`src/rtl/fb_pixel_writer.sv`:
```
// fb_pixel_writer: single-pixel read-modify-write and bulk clear of a
// 128x96 1-bpp framebuffer held in SRAM (384 x 32-bit words, 4 per row).
// Optional build macro FB_VSYNC_GATE_EN adds vga_v_active, which holds new
// SRAM strobes off while the display is scanning the visible area.
module fb_pixel_writer #(
  parameter logic [31:0] BASE_ADDR     = 32'd0,
  parameter int unsigned WORDS_PER_ROW = 4,
  parameter int unsigned ROWS          = 96,
  parameter int unsigned FB_WORDS      = ROWS * WORDS_PER_ROW
) (
  input  logic        clk,
  input  logic        rst,
  input  logic        req_valid,
  output logic        req_ready,
  input  logic [6:0]  req_x,
  input  logic [6:0]  req_y,
  input  logic [1:0]  req_op,
  input  logic        clear_all,
  output logic        busy,
  output logic        err,
  output logic [31:0] word_address_dest,
  output logic [3:0]  byte_select,
  output logic        SRAM_read_en,
  output logic        SRAM_write_en,
  output logic [31:0] SRAM_data_out,
  input  logic [31:0] SRAM_data_in,
`ifdef FB_VSYNC_GATE_EN
  input  logic        vga_v_active,
`endif
  input  logic        SRAM_busy
);

  localparam int CW = $clog2(FB_WORDS);

  typedef enum logic [2:0] {
    IDLE, RD_REQ, RD_DATA, MODIFY, WR_REQ, CLR_REQ
  } state_t;

  typedef enum logic [1:0] {
    OP_CLR = 2'd0,
    OP_SET = 2'd1,
    OP_TGL = 2'd2,
    OP_NOP = 2'd3
  } op_t;

  state_t        r_state;
  state_t        w_next_state;

  logic [31:0]   r_addr;
  logic [3:0]    r_be;
  logic [31:0]   r_wdata;
  logic [31:0]   r_rdata;
  logic [4:0]    r_bit;
  op_t           r_op;
  logic [CW-1:0] r_clr_cnt;

  logic          w_accept;
  logic          w_in_range;
  logic [31:0]   w_req_addr;
  logic          w_strb_allow;
  logic          w_sram_acc;
  logic          w_clr_last;

  // Apply the requested operation to one bit of a framebuffer word.
  function automatic logic [31:0] apply_op(input logic [31:0] word,
                                           input logic [4:0]  bit_idx,
                                           input op_t         op);
    logic [31:0] mask;
    mask = 32'd1 << bit_idx;
    case (op)
      OP_CLR:  apply_op = word & ~mask;
      OP_SET:  apply_op = word | mask;
      OP_TGL:  apply_op = word ^ mask;
      default: apply_op = word;
    endcase
  endfunction

  // Request decode: clear_all wins over a simultaneous pixel request.
  assign w_accept   = (r_state == IDLE) && req_valid && !clear_all && !rst;
  assign w_in_range = (32'(req_y) < ROWS);
  assign w_req_addr = BASE_ADDR + 32'(req_y) * 32'(WORDS_PER_ROW)
                    + 32'(req_x[6:5]);
  assign w_clr_last = (r_clr_cnt == CW'(FB_WORDS - 1));

  assign req_ready  = w_accept;
  assign err        = w_accept && !w_in_range;
  assign busy       = (r_state != IDLE);

`ifdef FB_VSYNC_GATE_EN
  logic r_strb_held;

  // Remember a strobe that is up and still waiting, so a rising
  // vga_v_active cannot pull it back mid-handshake.
  always_ff @(posedge clk) begin
    if (rst) r_strb_held <= 1'b0;
    else     r_strb_held <= (SRAM_read_en || SRAM_write_en) && SRAM_busy;
  end

  assign w_strb_allow = !vga_v_active || r_strb_held;
`else
  assign w_strb_allow = 1'b1;
`endif

  assign SRAM_read_en      = (r_state == RD_REQ) && w_strb_allow;
  assign SRAM_write_en     = ((r_state == WR_REQ) || (r_state == CLR_REQ))
                           && w_strb_allow;
  assign w_sram_acc        = (SRAM_read_en || SRAM_write_en) && !SRAM_busy;
  assign word_address_dest = r_addr;
  assign byte_select       = r_be;
  assign SRAM_data_out     = r_wdata;

  // State register.
  always_ff @(posedge clk) begin
    // NOTE: clocked state uses non-blocking assignments so every register
    // samples pre-edge values regardless of statement order.
    if (rst) r_state <= IDLE;
    else     r_state <= w_next_state;
  end

  // Next-state decode.
  always_comb begin
    // NOTE: defaulting first keeps every path assigned, so no latch forms.
    w_next_state = r_state;
    case (r_state)
      IDLE: begin
        if (clear_all)                   w_next_state = CLR_REQ;
        else if (w_accept && w_in_range) w_next_state = RD_REQ;
      end
      RD_REQ:  if (w_sram_acc) w_next_state = RD_DATA;
      RD_DATA: w_next_state = MODIFY;
      MODIFY:  w_next_state = WR_REQ;
      WR_REQ:  if (w_sram_acc) w_next_state = IDLE;
      CLR_REQ: if (w_sram_acc && w_clr_last) w_next_state = IDLE;
      default: w_next_state = IDLE;
    endcase
  end

  // Datapath: address, lanes, read capture, modified word and clear counter.
  always_ff @(posedge clk) begin
    if (rst) begin
      r_addr    <= '0;
      r_be      <= '0;
      r_wdata   <= '0;
      r_rdata   <= '0;
      r_bit     <= '0;
      r_op      <= OP_NOP;
      r_clr_cnt <= '0;
    end else begin
      case (r_state)
        IDLE: begin
          if (clear_all) begin
            r_addr    <= BASE_ADDR;
            r_be      <= 4'hF;
            r_wdata   <= '0;
            r_clr_cnt <= '0;
          end else if (w_accept && w_in_range) begin
            r_addr <= w_req_addr;
            r_be   <= 4'hF;
            r_bit  <= req_x[4:0];
            r_op   <= op_t'(req_op);
          end
        end
        RD_DATA: r_rdata <= SRAM_data_in;
        MODIFY: begin
          r_wdata <= apply_op(r_rdata, r_bit, r_op);
          r_be    <= 4'b0001 << r_bit[4:3];
        end
        CLR_REQ: begin
          if (w_sram_acc) begin
            r_addr    <= r_addr + 32'd1;
            r_clr_cnt <= w_clr_last ? '0 : r_clr_cnt + 1'b1;
          end
        end
        default: ;
      endcase
    end
  end

endmodule

```
`config.mk`:
```
export PLATFORM = sky130hd
export DESIGN_NAME = fb_pixel_writer
export DESIGN_NICKNAME = d
export VERILOG_FILES = /design/src/rtl/fb_pixel_writer.sv
export SDC_FILE = /design/constraint.sdc
export NUM_CORES = 1
export LEC_CHECK = 0
export BUFFER_PORTS_ARGS = -buffer_cell sky130_fd_sc_hd__buf_2
export CELL_PAD_IN_SITES_DETAIL_PLACEMENT = 0
export CELL_PAD_IN_SITES_GLOBAL_PLACEMENT = 1
export CORE_AREA = 4 4 135 137
export DETAILED_ROUTE_END_ITERATION = 8
export DIE_AREA = 0 0 139 141
export HOLD_SLACK_MARGIN = 0.15
export PLACE_DENSITY = 0.78
export SLEW_MARGIN = 10
export SYNTH_ARGS = -nofsm -noshare
export SYNTH_HDL_FRONTEND = slang
export SYNTH_SLANG_ARGS = --single-unit
```
`constraint.sdc`:
```
create_clock -name clk -period 2.3 [get_ports clk]
set_input_delay 0.345 -clock clk [delete_from_list [all_inputs] [get_ports clk]]
set_output_delay 0.345 -clock clk [all_outputs]
set_load 0.1 [all_outputs]
```
== Yosys cells after proc, flatten, opt, wreduce, memory -nomap -nowiden ==
Index checks and enable logic that the tools add are counted.
W data, S select, Z words.

* Reductions and logical operators: 24
* Shifts and indexed selects: 2
* Muxes and demuxes: 20
* Add/sub/neg operators: 3
* Magnitude comparators: 1
* Bitwise gates (word level): 5
* Equality and inequality tests: 14

{| class="wikitable"
|+ Operator list
! operator !! count
|-
| $mux W32 || 4
|-
| $pmux W32 S2 || 2
|-
| $pmux W32 S3 || 1
|-
| $add A32 B1 Y32 const B || 1
|-
| $and A32 B32 Y32 || 1
|-
| $not A32 Y32 || 1
|-
| $or A32 B32 Y32 || 1
|-
| $shl A1 B5 Y32 const A || 1
|-
| $xor A32 B32 Y32 || 1
|-
| $mux W9 || 3
|-
| $pmux W3 S6 || 1
|-
| $pmux W9 S2 || 1
|-
| $mux W3 || 5
|-
| $add A9 B2 Y10 || 1
|-
| $add A9 B1 Y9 const B || 1
|-
| $eq A9 B9 Y1 const B || 1
|-
| $reduce_and A3 Y1 || 3
|-
| $mux W4 || 2
|-
| $pmux W4 S2 || 1
|-
| $logic_and A1 B1 Y1 || 7
|-
| $lt A7 B7 Y1 const B || 1
|-
| $eq A3 B2 Y1 const B || 2
|-
| $eq A3 B3 Y1 const B || 2
|-
| $ne A2 B2 Y1 const B || 3
|-
| other kinds (15) || 22
|}

* Output and inout port bits: 73
* Flip-flop bits (word level): 119
* Logic and storage cells: 77

== Depth between registers and ports, before layout ==
* Depth after elaboration: 8
* Depth in mapped cells: 9

== Worst setup path before layout ==
Ideal clock, no wire load.

* Path kind: flip-flop to output port
* Start: register r_state[2]
* End: output port err
* Data arrival time: 3.912 ns
* Required time: 1.955 ns
* Cell stages (with the launch flop): 4
* Path slack: -1.957 ns
* Buffers on the path: 0
* Cells stage by stage: dfxtp_1 > nor3_4 > inv_2 > nor4_1

* Longest elaborated chain between the ends: 5

{| class="wikitable"
|+ Ends and longest elaborated chain
! what !! line !! source
|-
| from (decl) || 46 || <nowiki>state_t r_state;</nowiki>
|-
| from (signal assigned) || 117 || <nowiki>else r_state <= w_next_state;</nowiki>
|-
| $logic_not A3 Y1 || 79 || <nowiki>assign w_accept = (r_state == IDLE) && req_valid && !clear_all && !rst;</nowiki>
|-
| $logic_and A1 B1 Y1 (3 in series) || 79 ||
|-
| $logic_and A1 B1 Y1 || 86 || <nowiki>assign err = w_accept && !w_in_range;</nowiki>
|-
| to (decl) || 20 || <nowiki>output logic err,</nowiki>
|}

Every way passes these cells.

== Worst setup path after layout ==
* Start: register r_state[1]
* End: output port req_ready

* Longest elaborated chain between the ends: 4

{| class="wikitable"
|+ Ends and longest elaborated chain
! what !! line !! source
|-
| $logic_not A3 Y1 || 79 ||
|-
| $logic_and A1 B1 Y1 (3 in series) || 79 ||
|-
| to (decl) || 14 || <nowiki>output logic req_ready,</nowiki>
|}

Every way passes these cells.

==> flow_summary.ini <==
[sta]
finClkSkew_ns = 0.00866
rsz0062_at_grt = no
fin_crit_sh_pct = 95.2
relSlewSlack_pct = 32.3
slew_violations = 0
setup_viol = 0
worstMarginPinSlew_ns = 1.02
min_period_ns = 2.19
hold_viol_final = 0
fmax_mhz = 457

[hold_path]
hp-class = input pin to register

[synthesis]
ys_ff_latch = 119
synth_top_family_by_area = simple AND/OR/NAND/NOR gates
async_flop_share_pct = 0
synthCells = 818
synth_edf_count = 0
synth_compound_area_share_pct = 13.9
ys_types = 59
synth_area_leaders = dfxtp_1, ha_1, mux4_2
yosysTopAreaCell = dfxtp_1
mappedNetlistArea_mm2 = 0.00702
syn_avg_cell_area_um2 = 8.59
synth_mux_area_share_pct = 10.4
syn_nets = 937
ys.flop_type = dfxtp_1
synth-adder-area-share_pct = 11.8
synthSimpleGateAreaFrac_pct = 20.8
yosys_warnings = 0
synth-xor-area-share_pct = 2.49
synth_top_area_share_pct = 33.9
ys_seq_area_share_pct = 33.9

[power]
power_density_mw_per_mm2 = 748
power.leakage_uw = 0.00379
ir_drop_v = 0.000590
power_uw = 6630

[worst_setup_path]
crit_family = simple AND/OR/NAND/NOR gates
crit_required_ns = 1.96
max_stage_delay_ns = 0.39
cp_slowest_cell = dfxtp_2
critPathArrivalTime_ns = 1.84
cp-end-kind = primary output
crit_buf_inv = 2
startpoint_type = register
path_common_cell = nor3_4
worstPathCellList = nor3_4, bufinv_16, nor3_4, buf_12
crit_fanout = 14
crit_type = register to primary output

[floorplan]
fp.dieArea_mm2 = 0.0196
ios = 126
rows = 48
coreArea_mm2 = 0.0171
die_w_um = 139
initial_core_util_pct = 41.2
fp.dieH_um = 141

[cts]
cts_made_buffers = 17
ctsHtreeMaxLevel = 4
clk_latency_ns = 0.41
cts_max_path_buffers = 2
cts_tree = built
hold_buffers = 0
clk_pin_slew_ns = 0.06
clock-sinks = 119
cts-root-buf = clkbuf_16

[detailed_routing]
ant_nets = 0
routed_via_density = 5.23
vias = 6203
first_pass_iters = 5
drt_iter0_markers = 318
wl_um = 19000
wl_per_cell_um = 16.0
drc = 0

[grt]
grt_overflow = 0
grt_usage_pct = 19.8
grt_pass1_wl_um = 31400
grt_start_max_net_pins = 95
antenna_found_initial = 0
grt_pass1_vias = 6038

[layout]
n_fill_cell = 1615
drive_gt1_share_pct = 27.8
finalNonFillerCells = 1186
layout.nets = 1067
antenna_cells = 0
synthToLayoutAreaGrowth_pct = 26.3

[run_status]
status = finished, final reports clean

[placement]
dp.cells = 1151
port_buffers = 125
gp_congestion = 0.793
dp_hpwl_um = 13400

[flow_run]
max-cap-violations = 0
[path summary, 6_finish.rpt]
path | endpoint | slack [ns] | cells past startpoint | from
min reg2reg | r_clr_cnt[8] | 0.48 | 2 | r_clr_cnt[8]
max | req_ready | 0.11 | 4 | r_state[1]
min | r_rdata[17] | 0.16 | 3 | SRAM_data_in[17]
max reg2reg | word_address_dest[29] | 0.13 | 6 | r_state[2]
[area by class of cell]
class	instances	area, µm²	area share (%)
Clock inverter	11	218	2.45
Clock buffer	21	472	5.32
Tap cell	225	282	3.17
Inverter	71	293	3.30
Sequential cell	119	2410	27.2
Timing Repair Buffer	161	978	11.0
Multi-Input combinational cell	578	4210	47.5
[tightest hold or removal path: cells and delay by family]
family	cells	cell delay, ns
buffers and inverters	1	0.09
AOI/OAI and AO/OA	1	0.05
and+or+nand+nor	1	0.04
[flip-flops by register name (all words and copies together) (netlist names)]
name and cells:
byte_select 4, r_op 2, word_address_dest 32, SRAM_data_out 32, r_clr_cnt 9, r_bit 5, r_rdata 32, r_state 3
[routing by layer]
layer	vias up	wire length (µm)	track usage [%]
li1	3110	-	-
met1	2935	8960	27.4
met2	142	8840	31.3
met3	16	907	4.10
met4	0	259	6.13
met5	-	0	0
[cell families after synthesis]
logic type	after synthesis
multiplexers	33
adder cells (fa/ha/maj)	66
AND/OR/NAND/NOR	314
AO/OA/AOI/OAI	145
XOR/XNOR	20
buffers and inverters	121
flip-flops	119
[stage by stage]
stage / setup TNS (ns) / hold WS [ns] / instance area [µm²] / util, % / setup WS, ns
after floorplan: -0.391 / 0.452 / 7100 / - / -0.0505
after global placement: 0 / 0.476 / 8140 / 47.7 / 0.147
after detailed placement: 0 / 0.478 / 8140 / 47.7 / 0.122
after CTS: 0 / 0.151 / 8830 / 51.8 / 0.0498
after global routing: 0 / 0.167 / 8870 / 52.0 / 0.00717
final: 0 / 0.165 / 8870 / 52.0 / 0.111
[cells in the final DEF, fill, tap and decap left out, drive strengths merged, types with 17 or more instances in the layout]
cell type | netlist | routed
ha | 66 | 66
clkbuf | 40 | 21
nor2 | 85 | 85
nand3 | 22 | 22
dfxtp | 119 | 119
nand2 | 128 | 128
buf | 10 | 161
inv | 71 | 70
a21oi | 60 | 60
a22oi | 33 | 33
o21ai | 18 | 18
nor3 | 17 | 17
mux4 | 32 | 32
[timing repair]
| item | in CTS | in global routing |
|---|---|---|
| buffers inserted | 0 | 3 |
| pin swaps | 1 | 2 |
| resized for setup | 1 | 3 |
| setup endpoints to repair | 2 | 8 |
[cell usage after synthesis (3+ instances only)]
| cell | number |
|---|---|
| or3_1 | 11 |
| o2111ai_1 | 4 |
| buf_4 | 3 |
| xor2_1 | 10 |
| nor2_1 | 85 |
| o21ai_0 | 17 |
| nor3b_1 | 3 |
| buf_1 | 3 |
| nand3_1 | 22 |
| nand3b_1 | 4 |
| o211ai_1 | 5 |
| nor4_1 | 4 |
| nor2b_1 | 5 |
| and3_1 | 5 |
| xnor2_1 | 10 |
| inv_1 | 70 |
| buf_2 | 4 |
| clkbuf_1 | 40 |
| nand4_1 | 7 |
| a21oi_1 | 59 |
| a211oi_1 | 5 |
| and4_1 | 4 |
| and2_1 | 5 |
| ha_1 | 66 |
| nor3_1 | 14 |
| nand2_1 | 128 |
| a22oi_1 | 33 |
| dfxtp_1 | 119 |
| mux4_2 | 32 |
[report_power, final]
group	total (µW)	switching, µW	leakage, µW	internal, µW
logic	1260	850	0.00249	413
clock network	3120	996	0.000329	2130
registers	2240	100	0.000971	2140
total	6630	1950	0.00379	4680
Power figures use the tool's default switching activity.
